$ cat src/rtl/arbiter_rr_n_if.sv
// Request/grant/select bundle between the round-robin arbiter and its masters.
// The slave modport is the arbiter's view; the master modport is the requesters' view.
interface arbiter_rr_n_if #(
  parameter int unsigned N = 3
) ();
  localparam int unsigned IDX_W = (N <= 2) ? 1 : $clog2(N);

  logic [N-1:0]     req;
  logic             finish;
  logic [N-1:0]     gnt;
  logic [N-1:0]     sel;
  logic [IDX_W-1:0] owner;
  logic             busy;
  logic             hold_to;
  logic [IDX_W-1:0] to_owner;

  modport slave (
    input  req, finish,
    output gnt, sel, owner, busy, hold_to, to_owner
  );

  modport master (
    output req, finish,
    input  gnt, sel, owner, busy, hold_to, to_owner
  );
endinterface

$ cat src/rtl/arbiter_rr_n.sv
// N-way round-robin bus arbiter with back-to-back handover and a hold watchdog.
// gnt is combinational; sel/owner/busy/hold_to/to_owner are registered.
module arbiter_rr_n #(
  parameter int unsigned N        = 3,
  parameter int unsigned MAX_HOLD = 0
) (
  input  logic          clk,
  input  logic          rst,
  arbiter_rr_n_if.slave bus
);
  localparam int unsigned IDX_W   = (N <= 2) ? 1 : $clog2(N);
  localparam int unsigned CNT_W   = (MAX_HOLD < 2) ? 1 : $clog2(MAX_HOLD);
  localparam int unsigned FIRE_AT = (MAX_HOLD == 0) ? 0 : MAX_HOLD - 1;
  localparam logic [CNT_W-1:0] CNT_SAT = '1;

  // Two-hot-free encoding leaves 2'b00/2'b11 as detectable illegal states.
  typedef enum logic [1:0] {
    IDLE  = 2'b01,
    GRANT = 2'b10
  } state_e;

  state_e           state_q, state_d;
  logic [IDX_W-1:0] ptr_q, ptr_d;
  logic [IDX_W-1:0] owner_q, owner_d;
  logic [IDX_W-1:0] to_owner_q, to_owner_d;
  logic [N-1:0]     sel_q, sel_d;
  logic             busy_q, busy_d;
  logic             hold_to_q, hold_to_d;
  logic [CNT_W-1:0] hold_cnt_q, hold_cnt_d;

  logic             wd_fire_c;
  logic             release_c;
  logic             found_c;
  logic [IDX_W-1:0] base_c;
  logic [IDX_W-1:0] win_c;
  logic [N-1:0]     gnt_c;

  function automatic logic [IDX_W-1:0] wrap_add(input logic [IDX_W-1:0] b,
                                                 input int unsigned     k);
    return IDX_W'((32'(b) + k) % N);
  endfunction

  // Release on finish, or on watchdog expiry when finish is absent.
  always_comb begin
    wd_fire_c = (MAX_HOLD != 0) && (state_q == GRANT) &&
                (hold_cnt_q == CNT_W'(FIRE_AT)) && !bus.finish;
    release_c = (state_q == GRANT) && (bus.finish || wd_fire_c);
    base_c    = release_c ? wrap_add(owner_q, 1) : ptr_q;
  end

  // First requester at or after base, wrapping at N-1.
  always_comb begin
    found_c = 1'b0;
    win_c   = '0;
    for (int unsigned k = 0; k < N; k++) begin
      if (!found_c && bus.req[wrap_add(base_c, k)]) begin
        found_c = 1'b1;
        win_c   = wrap_add(base_c, k);
      end
    end
  end

  always_comb begin
    gnt_c = '0;
    if (found_c && ((state_q == IDLE) || release_c)) begin
      gnt_c = N'(1) << win_c;
    end
  end

  // Next-state and registered-output logic.
  always_comb begin
    state_d    = state_q;
    ptr_d      = ptr_q;
    owner_d    = owner_q;
    to_owner_d = to_owner_q;
    sel_d      = sel_q;
    busy_d     = busy_q;
    hold_to_d  = 1'b0;
    hold_cnt_d = '0;

    case (state_q)
      IDLE: begin
        if (found_c) begin
          state_d = GRANT;
          sel_d   = gnt_c;
          owner_d = win_c;
          busy_d  = 1'b1;
        end else begin
          sel_d  = '0;
          busy_d = 1'b0;
        end
      end
      GRANT: begin
        if (release_c) begin
          ptr_d = base_c;
          if (wd_fire_c) begin
            hold_to_d  = 1'b1;
            to_owner_d = owner_q;
          end
          if (found_c) begin
            sel_d   = gnt_c;
            owner_d = win_c;
            busy_d  = 1'b1;
          end else begin
            state_d = IDLE;
            sel_d   = '0;
            busy_d  = 1'b0;
          end
        end else begin
          hold_cnt_d = (hold_cnt_q == CNT_SAT) ? hold_cnt_q
                                               : hold_cnt_q + CNT_W'(1);
        end
      end
      default: begin
        state_d = IDLE;
        sel_d   = '0;
        busy_d  = 1'b0;
      end
    endcase
  end

  always_ff @(posedge clk or posedge rst) begin
    if (rst) begin
      state_q    <= IDLE;
      ptr_q      <= '0;
      owner_q    <= '0;
      to_owner_q <= '0;
      sel_q      <= '0;
      busy_q     <= 1'b0;
      hold_to_q  <= 1'b0;
      hold_cnt_q <= '0;
    end else begin
      state_q    <= state_d;
      ptr_q      <= ptr_d;
      owner_q    <= owner_d;
      to_owner_q <= to_owner_d;
      sel_q      <= sel_d;
      busy_q     <= busy_d;
      hold_to_q  <= hold_to_d;
      hold_cnt_q <= hold_cnt_d;
    end
  end

  assign bus.gnt      = gnt_c;
  assign bus.sel      = sel_q;
  assign bus.owner    = owner_q;
  assign bus.busy     = busy_q;
  assign bus.hold_to  = hold_to_q;
  assign bus.to_owner = to_owner_q;
endmodule

$ cat src/flat_wrapper.sv
// flat-port wrapper written by rule: the top's interface ports become plain ports
module arbiter_rr_n_flat 
#(
  parameter int unsigned N        = 3,
  parameter int unsigned MAX_HOLD = 0
)
  (clk, rst, bus_req, bus_finish, bus_gnt, bus_sel, bus_owner, bus_busy, bus_hold_to, bus_to_owner);
  arbiter_rr_n_if #(.N(N)) bus_i ();
  input  logic clk;
  input  logic rst;
  input wire logic [$bits(bus_i.req)-1:0] bus_req;
  input wire logic [$bits(bus_i.finish)-1:0] bus_finish;
  output wire logic [$bits(bus_i.gnt)-1:0] bus_gnt;
  output wire logic [$bits(bus_i.sel)-1:0] bus_sel;
  output wire logic [$bits(bus_i.owner)-1:0] bus_owner;
  output wire logic [$bits(bus_i.busy)-1:0] bus_busy;
  output wire logic [$bits(bus_i.hold_to)-1:0] bus_hold_to;
  output wire logic [$bits(bus_i.to_owner)-1:0] bus_to_owner;
  assign bus_i.req = bus_req;
  assign bus_i.finish = bus_finish;
  assign bus_gnt = bus_i.gnt;
  assign bus_sel = bus_i.sel;
  assign bus_owner = bus_i.owner;
  assign bus_busy = bus_i.busy;
  assign bus_hold_to = bus_i.hold_to;
  assign bus_to_owner = bus_i.to_owner;
  arbiter_rr_n #(.N(N), .MAX_HOLD(MAX_HOLD)) u_core (.clk(clk), .rst(rst), .bus(bus_i));
endmodule
$ cat config.mk
export PLATFORM = sky130hd
export DESIGN_NAME = arbiter_rr_n_flat
export DESIGN_NICKNAME = d
export VERILOG_FILES = /design/src/rtl/arbiter_rr_n_if.sv /design/src/rtl/arbiter_rr_n.sv /design/src/flat_wrapper.sv
export SDC_FILE = /design/constraint.sdc
export NUM_CORES = 1
export LEC_CHECK = 0
export ABC_CLOCK_PERIOD_IN_PS = 4400
export BUFFER_PORTS_ARGS = -buffer_cell sky130_fd_sc_hd__buf_2
export CORE_MARGIN = 3
export CORE_UTILIZATION = 47
export DETAILED_ROUTE_END_ITERATION = 8
export PLACE_DENSITY = 0.84
export SLEW_MARGIN = 20
export SYNTH_ARGS = -nofsm -noshare
export SYNTH_HDL_FRONTEND = slang
export SYNTH_SLANG_ARGS = --single-unit
$ cat constraint.sdc
create_clock -name clk -period 4.4 [get_ports clk]
set_clock_uncertainty 0.05 [all_clocks]
set_input_delay 1.32 -clock clk [delete_from_list [all_inputs] [get_ports clk]]
set_output_delay 1.32 -clock clk [all_outputs]
set_load 0.005 [all_outputs]
==> flow_summary.ini, run 1 <==
[critical_path]
timing.rr.end = u_core.bus.owner[1]
r2r_start = u_core.state_q[0]
end_kind = output port
critPathKind = input port to output port
cp.required_ns = 3.03
cp_max_fo = 7
crit_arrival_ns = 3.44
reg2reg_depth = 12
worstSetupStartpointType = input port
ff2ff_setup_slack_ns = 1.02

[placement]
place.gp.congestion = 0.869
hpwl_um = 1750
port_buffers = 14
place_inst = 137

[synthesis]
synthCells = 93
syn_area_um2 = 825
yosys.area.top_type = dfrtp_1
yosysSeqAreaShare = 0.305
yosysMostFrequentCell = inv_1
synth.area.top_cells = dfrtp_1 (27%), ha_1 (7.6%), mux2i_1 (4.9%)
yosysWarnings = 0
synth_cell_types = 42
yosys-top-cells-count = inv_1 (10), dfrtp_1 (9), nor2_1 (8)
async_reset_ff_frac = 1.00
ys_ff_latch = 10
avgSynthCellArea_um2 = 8.87
synth_top_area_frac = 0.273
synth_edf_count = 0
ys.flop_type = dfrtp_1

[global_route]
grt_pass1_vias = 856
grt_remaining_overflow = 0
grt_use_met3 = 0.0414
grt_util_met1 = 0.275
grt_use_met2 = 0.507
grt_max_degree = 11
grt_pass1_wl_um = 4010
track_usage = 0.262
busiest_layer = met2
grt_antenna_before_repair = 0

[cts]
insertion_delay_ns = 0.27
clk_path_buf_depth = 2
tritoncts = done
htreeDepth = 1
clk_pin_slew_ns = 0.06
numCtsBuffers = 3
clock-sinks = 10
root_buffer = clkbuf_4

[drt]
avgRoutedWirePerCell_um = 17.1
antenna_left = 0
vias = 897
first_pass_iters = 4
drc = 0
drtIter0Drc = 12
vias_per_cell = 5.86
wl_um = 2620

[timing]
drv_slew = 0
setup_viol = 3
hold_viol = 0
worstMarginPinSlew_ns = 0.655
fmax_ghz = 0.208
rsz0062_at_grt = true
fin_tns_setup_ns = -1.10
fin_crit_sh = 1.09
setup_ws_ns = -0.411
slew_headroom = 0.563
fin_crit_ns = 4.81

[finish]
layout.nets = 149
drive_gt1_frac = 0.533
diodes = 0
instances_no_fill = 153
syn2layout_area_growth_pct = 56.6

[worst_hold_path]
whs_endpoint = u_core.state_q[0]
whs_path_depth = 2
min_from = u_core.state_q[0]
hold_class = flip-flop to flip-flop

[floorplanning]
die_x_um = 47.9
ioPinCount = 18
fp-row-count = 14
coreArea_um2 = 1580
die_h_um = 47.9
dieArea_um2 = 2290
start_util = 0.523

[status]
violations = setup timing
outcome = complete, but fails checks

[run]
cap_violations = 0
==> registers in the layout, summed over array words and instances (netlist names) <==
name,cells
u_core.bus.sel,3
u_core.bus.owner,2
u_core.state_q,2
u_core.ptr_q,2
u_core.bus.busy,1
==> cell families after synthesis <==
logic type,count (synthesis),share of synthesized area
compound gates,22,0.205
simple gates,33,0.226
flops,10,0.305
buf+inv,14,0.0865
mux,6,0.0759
other cells,1,0.00455
xor+xnor,2,0.0212
fa+ha+maj,5,0.0759
==> layout make-up <==
type,count,area [µm²]
sequential,10,251
tap,16,20.0
multi-input combinational,71,659
inverter,10,37.5
fill,116,285
clock buffer,4,36.3
timing repair buffer,42,287
==> worst max path at each step <==
stage,cells after the start,slack (ns),endpoint,from
final,11,-0.41,bus_gnt[0],bus_finish
after global placement,9,-0.35,bus_gnt[2],bus_finish
after global routing,10,-0.48,bus_gnt[0],bus_finish
after floorplan,9,-0.12,bus_gnt[1],bus_finish
after CTS,11,-0.30,bus_gnt[0],bus_finish
after detailed placement,10,-0.46,bus_gnt[1],bus_finish
==> timing repair <==
| action | 4_1_cts | 5_1_grt |
|---|---|---|
| pin swaps | 6 | 4 |
| setup endpoints to repair | 3 | 3 |
| resized for setup | 16 | 4 |
| buffers inserted | 9 | 3 |
| hold buffers | 0 | 0 |
==> stage by stage <==
stage / instance area, µm² / setup WS (ns) / hold WS [ns] / utilization
after floorplan: 880 / -0.117 / 0.421 / -
after global placement: 1060 / -0.354 / 0.411 / 0.670
after detailed placement: 1060 / -0.462 / 0.427 / 0.670
after CTS: 1250 / -0.302 / 0.449 / 0.794
after global routing: 1290 / -0.475 / 0.488 / 0.819
final: 1290 / -0.411 / 0.466 / 0.819
==> routing by layer <==
metal	vias up	wire length, µm
met2	42	1510
met3	8	95
li1	420	-
met4	0	78
met1	427	932
met5	-	0
==> critical path, stage by stage <==
cell       delay [ns]
buf_6            0.07
and2_4           0.19
mux2i_4          0.28
ha_4             0.19
mux2i_4          0.25
o22ai_4          0.12
buf_4            0.17
a2111oi_4        0.39
nor2_2           0.10
nor4_2           0.19
buf_2            0.17
==> placed cells by master, fill, tap and decap left out, types with 2 or more instances in the layout <==
| cell | n |
|---|---|
| nor2_2 | 3 |
| mux2i_4 | 2 |
| clkbuf_4 | 3 |
| buf_2 | 13 |
| o21ai_1 | 2 |
| nor2_1 | 5 |
| ha_1 | 4 |
| o21ai_0 | 2 |
| nand2_1 | 7 |
| a21oi_1 | 2 |
| dfrtp_1 | 9 |
| o31ai_1 | 2 |
| xor2_1 | 2 |
| a22o_1 | 2 |
| inv_1 | 10 |
| nand4b_1 | 3 |
| buf_4 | 28 |
| conb_1 | 3 |
Power of run 1 is left out: the tool's default activity adds up to more than one toggle a clock period on the data nets, which glitch-free logic cannot reach.
==> run 2: changes to the inputs <==
--- a/config.mk
+++ b/config.mk
@@ -5,12 +5,13 @@
 export SDC_FILE = /design/constraint.sdc
 export NUM_CORES = 1
 export LEC_CHECK = 0
+export ABC_AREA = 1
 export ABC_CLOCK_PERIOD_IN_PS = 4400
 export BUFFER_PORTS_ARGS = -buffer_cell sky130_fd_sc_hd__buf_2
-export CORE_MARGIN = 3
+export CORE_MARGIN = 10
 export CORE_UTILIZATION = 47
 export DETAILED_ROUTE_END_ITERATION = 8
-export PLACE_DENSITY = 0.84
+export PLACE_DENSITY = 0.85
 export SLEW_MARGIN = 20
 export SYNTH_ARGS = -nofsm -noshare
 export SYNTH_HDL_FRONTEND = slang
==> flow_summary.ini, run 2 <==
[synthesis]
synth.area.top_cells = dfrtp_1 (29%), nand2_1 (16%), inv_1 (10%)
synth_top_area_frac = 0.286
async_reset_ff_frac = 1.00
yosysSeqAreaShare = 0.320
syn_area_um2 = 787
yosys.area.top_type = dfrtp_1
synthCells = 117
yosysMostFrequentCell = nand2_1
synth_edf_count = 0
avgSynthCellArea_um2 = 6.73
synth_cell_types = 23
ys_ff_latch = 10
yosys-top-cells-count = nand2_1 (34), inv_1 (22), dfrtp_1 (9)
yosysWarnings = 0
ys.flop_type = dfrtp_1

[status]
outcome = finished clean

[drt]
vias = 814
wl_um = 1980
avgRoutedWirePerCell_um = 11.9
vias_per_cell = 4.87
drtIter0Drc = 18
first_pass_iters = 4
drc = 0
antenna_left = 0

[timing]
hold_viol = 0
fin_crit_ns = 4.34
holdWs_ns = 0.434
fmax_ghz = 0.231
drv_slew = 0
rsz0062_at_grt = true
setup_viol = 0
fin_crit_sh = 0.986

[critical_path]
ff2ff_setup_slack_ns = 1.68
critPathKind = input port to output port
end_kind = output port
crit_arrival_ns = 2.97
cp_max_fo = 5
worstSetupStartpointType = input port
cp.required_ns = 3.03

[finish]
largest_reg_flops = 3
most-common-layout-cells = nand2_1 (31), inv_1 (21), buf_4 (17)
layout.nets = 163
instances_no_fill = 167
diodes = 0
drive_gt1_frac = 0.397
final_common_cell = nand2_1
seq_area_um2 = 251
nFillCells = 132
fin_area_um2 = 1120
syn2layout_area_growth_pct = 42.3
multi_input_area_um2 = 508

[cts]
root_buffer = clkbuf_4
cts_hold_buffers = 0
numCtsBuffers = 3
tritoncts = done
clock-sinks = 10
insertion_delay_ns = 0.27
htreeDepth = 1
clk_path_buf_depth = 2
clk_pin_slew_ns = 0.08

[placement]
place_inst = 158
place.gp.congestion = 0.799
hpwl_um = 1480
dpl_cell_area_um2 = 952
port_buffers = 14

[floorplanning]
ioPinCount = 18
coreArea_um2 = 1540
fp-row-count = 14
die_x_um = 60.9
start_util = 0.511
dieArea_um2 = 3710
die_h_um = 60.9

[global_route]
track_usage = 0.110
grt_pass1_wl_um = 3190
grt_antenna_before_repair = 0
grt_max_degree = 11
grt_remaining_overflow = 0
grt_pass1_vias = 786

[power_and_ir_drop]
power_frac_seq = 0.160
power_density_nw_per_um2 = 916
swShare = 0.470
p_sw_uw = 482
clkPwrFrac = 0.082
ir_drop_uv = 530
p_int_uw = 544
power_leakage_nw = 0.645
comb_power_share = 0.758

[worst_hold_path]
hold_class = flip-flop to flip-flop

[run]
cap_violations = 0
==> run 2: changes by cell type after synthesis, moves of 3 or more <==
| cell | delta |
|---|---|
| inv_1 | +12 |
| nand3_1 | +7 |
| nand2_1 | +27 |
| o21ai_1 | +5 |
| nand4b_1 | -3 |
| mux2i_1 | -4 |
| nand2_2 | +5 |
==> run 2: metal layers <==
metal | wire, µm | up-vias | GRT usage | share of wire
met5 | 0 | - | 0 | 0
met4 | 20 | 0 | 0.0627 | 0.010
met3 | 71 | 4 | 0.0230 | 0.036
met2 | 1100 | 14 | 0.198 | 0.55
met1 | 796 | 375 | 0.114 | 0.40
li1 | - | 421 | - | -
==> run 2: kinds of logic (layout without fill, tap and decap cells) <==
family / Yosys count / in the layout / share of synthesized area
DFF: 10 / 10 / 0.320
and+or+nand+nor: 64 / 64 / 0.382
adders and majority gates: 5 / 5 / 0.0795
buffers and inverters: 27 / 59 / 0.143
AOI/OAI and AO/OA: 10 / 10 / 0.0715
other: 1 / 3 / 0.00476
==> run 2: critical path: stages <==
cell	delay, ns
buf_8	0.11
nand2_8	0.08
nand2_4	0.06
o21ai_4	0.06
inv_2	0.07
ha_4	0.25
o211ai_1	0.19
o21ai_2	0.11
nand3b_1	0.18
nor3_2	0.18
nor2_4	0.07
and2_4	0.16
buf_6	0.11
==> run 2: area by class of cell <==
cell class	instances	share of cell area
Clock buffer	4	0.0324
Inverter	24	0.0804
Multi-Input combinational cell	82	0.454
Sequential cell	10	0.225
Tap cell	16	0.0179
Timing Repair Buffer	31	0.191
==> run 2: through the flow <==
| step | TNS, ns | util | power (mW) | setup slack (ns) |
|---|---|---|---|---|
| after global routing | -0.0962 | 0.726 | 1.14 | -0.0622 |
| after global placement | -0.265 | 0.618 | 0.764 | -0.144 |
| after floorplan | 0 | - | 0.568 | 0.0790 |
| after CTS | 0 | 0.684 | 0.943 | 0.0180 |
| final | 0 | 0.726 | 1.03 | 0.0627 |
| after detailed placement | -0.491 | 0.618 | 0.794 | -0.218 |
==> run 2: final timing paths <==
check                                      end         startpoint  cells past startpoint
setup / recovery                    bus_gnt[0]         bus_finish                     13
hold / removal               u_core.bus.sel[0]  u_core.bus.sel[0]                      2
setup reg to reg           u_core.bus.owner[0]  u_core.state_q[0]                     15
hold reg to reg              u_core.bus.sel[0]  u_core.bus.sel[0]                      2
max in group asynchronous    u_core.state_q[0]                rst                      2
min in group asynchronous    u_core.bus.sel[1]                rst                      2
==> run 2: power groups by stage <==
stage                     Clock (mW)  Sequential [mW]  Combinational [mW]
after global routing          0.0903            0.170               0.879
final                         0.0836            0.164               0.778
after global placement             0            0.162               0.602
after floorplan                    0            0.164               0.404
after detailed placement           0            0.165               0.629
after CTS                     0.0846            0.164               0.695
==> run 2: timing repair <==
item / CTS / global route
pin swaps: 7 / 8
gates resized for setup: 9 / 12
setup endpoints to repair: 3 / 3
buffers inserted: 5 / 1
(Power assumes the default switching activity.)
==> run 3: changes to the inputs <==
--- a/config.mk
+++ b/config.mk
@@ -7,11 +7,11 @@
 export LEC_CHECK = 0
 export ABC_AREA = 1
 export ABC_CLOCK_PERIOD_IN_PS = 4400
-export BUFFER_PORTS_ARGS = -buffer_cell sky130_fd_sc_hd__buf_2
 export CORE_MARGIN = 10
-export CORE_UTILIZATION = 47
+export CORE_UTILIZATION = 52
 export DETAILED_ROUTE_END_ITERATION = 8
-export PLACE_DENSITY = 0.85
+export DONT_BUFFER_PORTS = 1
+export PLACE_DENSITY = 0.81
 export SLEW_MARGIN = 20
 export SYNTH_ARGS = -nofsm -noshare
 export SYNTH_HDL_FRONTEND = slang
==> flow_summary.ini, run 3 (synthesis results as in run 2) <==
[timing]
fin_crit_ns = 4.25
setup_ws_ns = 0.149
rsz0062_at_grt = false
holdWs_ns = 0.464
fmax_ghz = 0.235
drv_slew = 0
setup_viol = 0
hold_viol = 0
fin_crit_sh = 0.966

[drt]
antenna_left = 0
drc = 0
avgRoutedWirePerCell_um = 13.5
vias_per_cell = 5.13
drtIter0Drc = 16
wl_um = 1850
first_pass_iters = 4
vias = 703

[finish]
fin_area_um2 = 861
instances_no_fill = 137
multi_input_area_um2 = 449
most-common-layout-cells = nand2_1 (34), inv_1 (22), dfrtp_1 (9)
drive_gt1_frac = 0.189
syn2layout_area_growth_pct = 9.38
seq_area_um2 = 251
nFillCells = 122
layout.nets = 134
diodes = 0
largest_reg_flops = 3
final_common_cell = nand2_1

[power_and_ir_drop]
p_sw_uw = 416
swShare = 0.515
power_leakage_nw = 0.500
power_frac_seq = 0.214
ir_drop_uv = 469
power_density_nw_per_um2 = 939
power_uw = 808
comb_power_share = 0.680
p_int_uw = 392
clkPwrFrac = 0.106

[cts]
cts_hold_buffers = 0
tritoncts = done
clock-sinks = 10
root_buffer = clkbuf_4
numCtsBuffers = 3
insertion_delay_ns = 0.27
clk_path_buf_depth = 2
clk_pin_slew_ns = 0.07
htreeDepth = 1

[critical_path]
cp_cell_sequence = nand2_2 -> nand2_2 -> o21ai_2 -> inv_1 -> ha_4 -> o211ai_1 -> o21ai_2 -> nand3b_1 -> nor3_1 -> nor2_2 -> and2_1
cpPeakStageDelay_ns = 0.26
cp_max_fo = 6
cp.required_ns = 3.03
crit_arrival_ns = 2.88
critPathKind = input port to output port
ff2ff_setup_slack_ns = 1.74
cpMaxStageDelayCell = ha_4
end_kind = output port
worstSetupStartpointType = input port

[placement]
hpwl_um = 1460
dpl_cell_area_um2 = 806
place_inst = 133
place.gp.congestion = 0.815
preCtsSetupSlack_ns = -0.0987
port_buffers = 0

[floorplanning]
fp-row-count = 13
die_h_um = 58.9
dieArea_um2 = 3470
ioPinCount = 18
coreArea_um2 = 1370
die_x_um = 58.9
start_util = 0.576

[global_route]
grt_pass1_wl_um = 3110
track_usage = 0.113
grt_antenna_before_repair = 0
grt_pass1_vias = 708
grt_max_degree = 11
grt_remaining_overflow = 0

[worst_hold_path]
hold_class = flip-flop to flip-flop

[status]
outcome = finished clean

[run]
cap_violations = 0
[run 3: changes by cell type in the layout (fill, tap and decap cells not counted), sizes merged]
cell / delta
buf: -29
[run 3: timing repair]
action | in CTS | in global routing
gates resized for setup | 1 | 3
setup buffers | 0 | 0
setup endpoints to repair | 2 | 3
pin swaps | 0 | 1
[run 3: power groups by stage]
stage	Combinational (mW)	Clock, mW	Sequential (mW)
final	0.550	0.0858	0.173
after global routing	0.633	0.0879	0.180
after CTS	0.509	0.0862	0.175
after detailed placement	0.503	0	0.176
after global placement	0.488	0	0.173
after floorplan	0.404	0	0.164
[run 3: path summary, 6_finish.rpt]
check / depth (start not counted) / to / from
max in group asynchronous: 1 / u_core.state_q[0] / rst
max: 11 / bus_gnt[0] / bus_finish
max reg2reg: 15 / u_core.bus.sel[1] / u_core.state_q[0]
min reg2reg: 2 / u_core.state_q[0] / u_core.state_q[0]
min in group asynchronous: 1 / u_core.bus.sel[0] / rst
min: 2 / u_core.state_q[0] / u_core.state_q[0]
[run 3: layer usage]
layer | global-route usage | part of all wire | routed length [µm] | vias up
met2 | 0.191 | 0.47 | 870 | 21
met5 | 0 | 0 | 0 | -
met4 | 0.0590 | 0.017 | 32 | 0
li1 | - | - | - | 364
met1 | 0.120 | 0.42 | 772 | 313
met3 | 0.0429 | 0.092 | 170 | 5
[run 3: worst max-delay path: cells and delay by family]
| family | cells | cell delay (ns) |
|---|---|---|
| simple gates | 6 | 0.81 |
| compound gates | 3 | 0.38 |
| fa+ha+maj | 1 | 0.26 |
| buf+inv | 1 | 0.09 |
[run 3: cell type report]
cell class                 count  share of cell area
multi-input combinational     82               0.522
sequential                    10               0.292
inverter                      24               0.105
clock buffer                   4              0.0422
tap                           15              0.0218
timing repair buffer           2              0.0174
[run 3: through the flow]
stage                      util  TNS (ns)
after global placement    0.590   -0.0681
final                     0.630         0
after floorplan               -         0
after detailed placement  0.590   -0.0987
after CTS                 0.616         0
after global routing      0.630         0
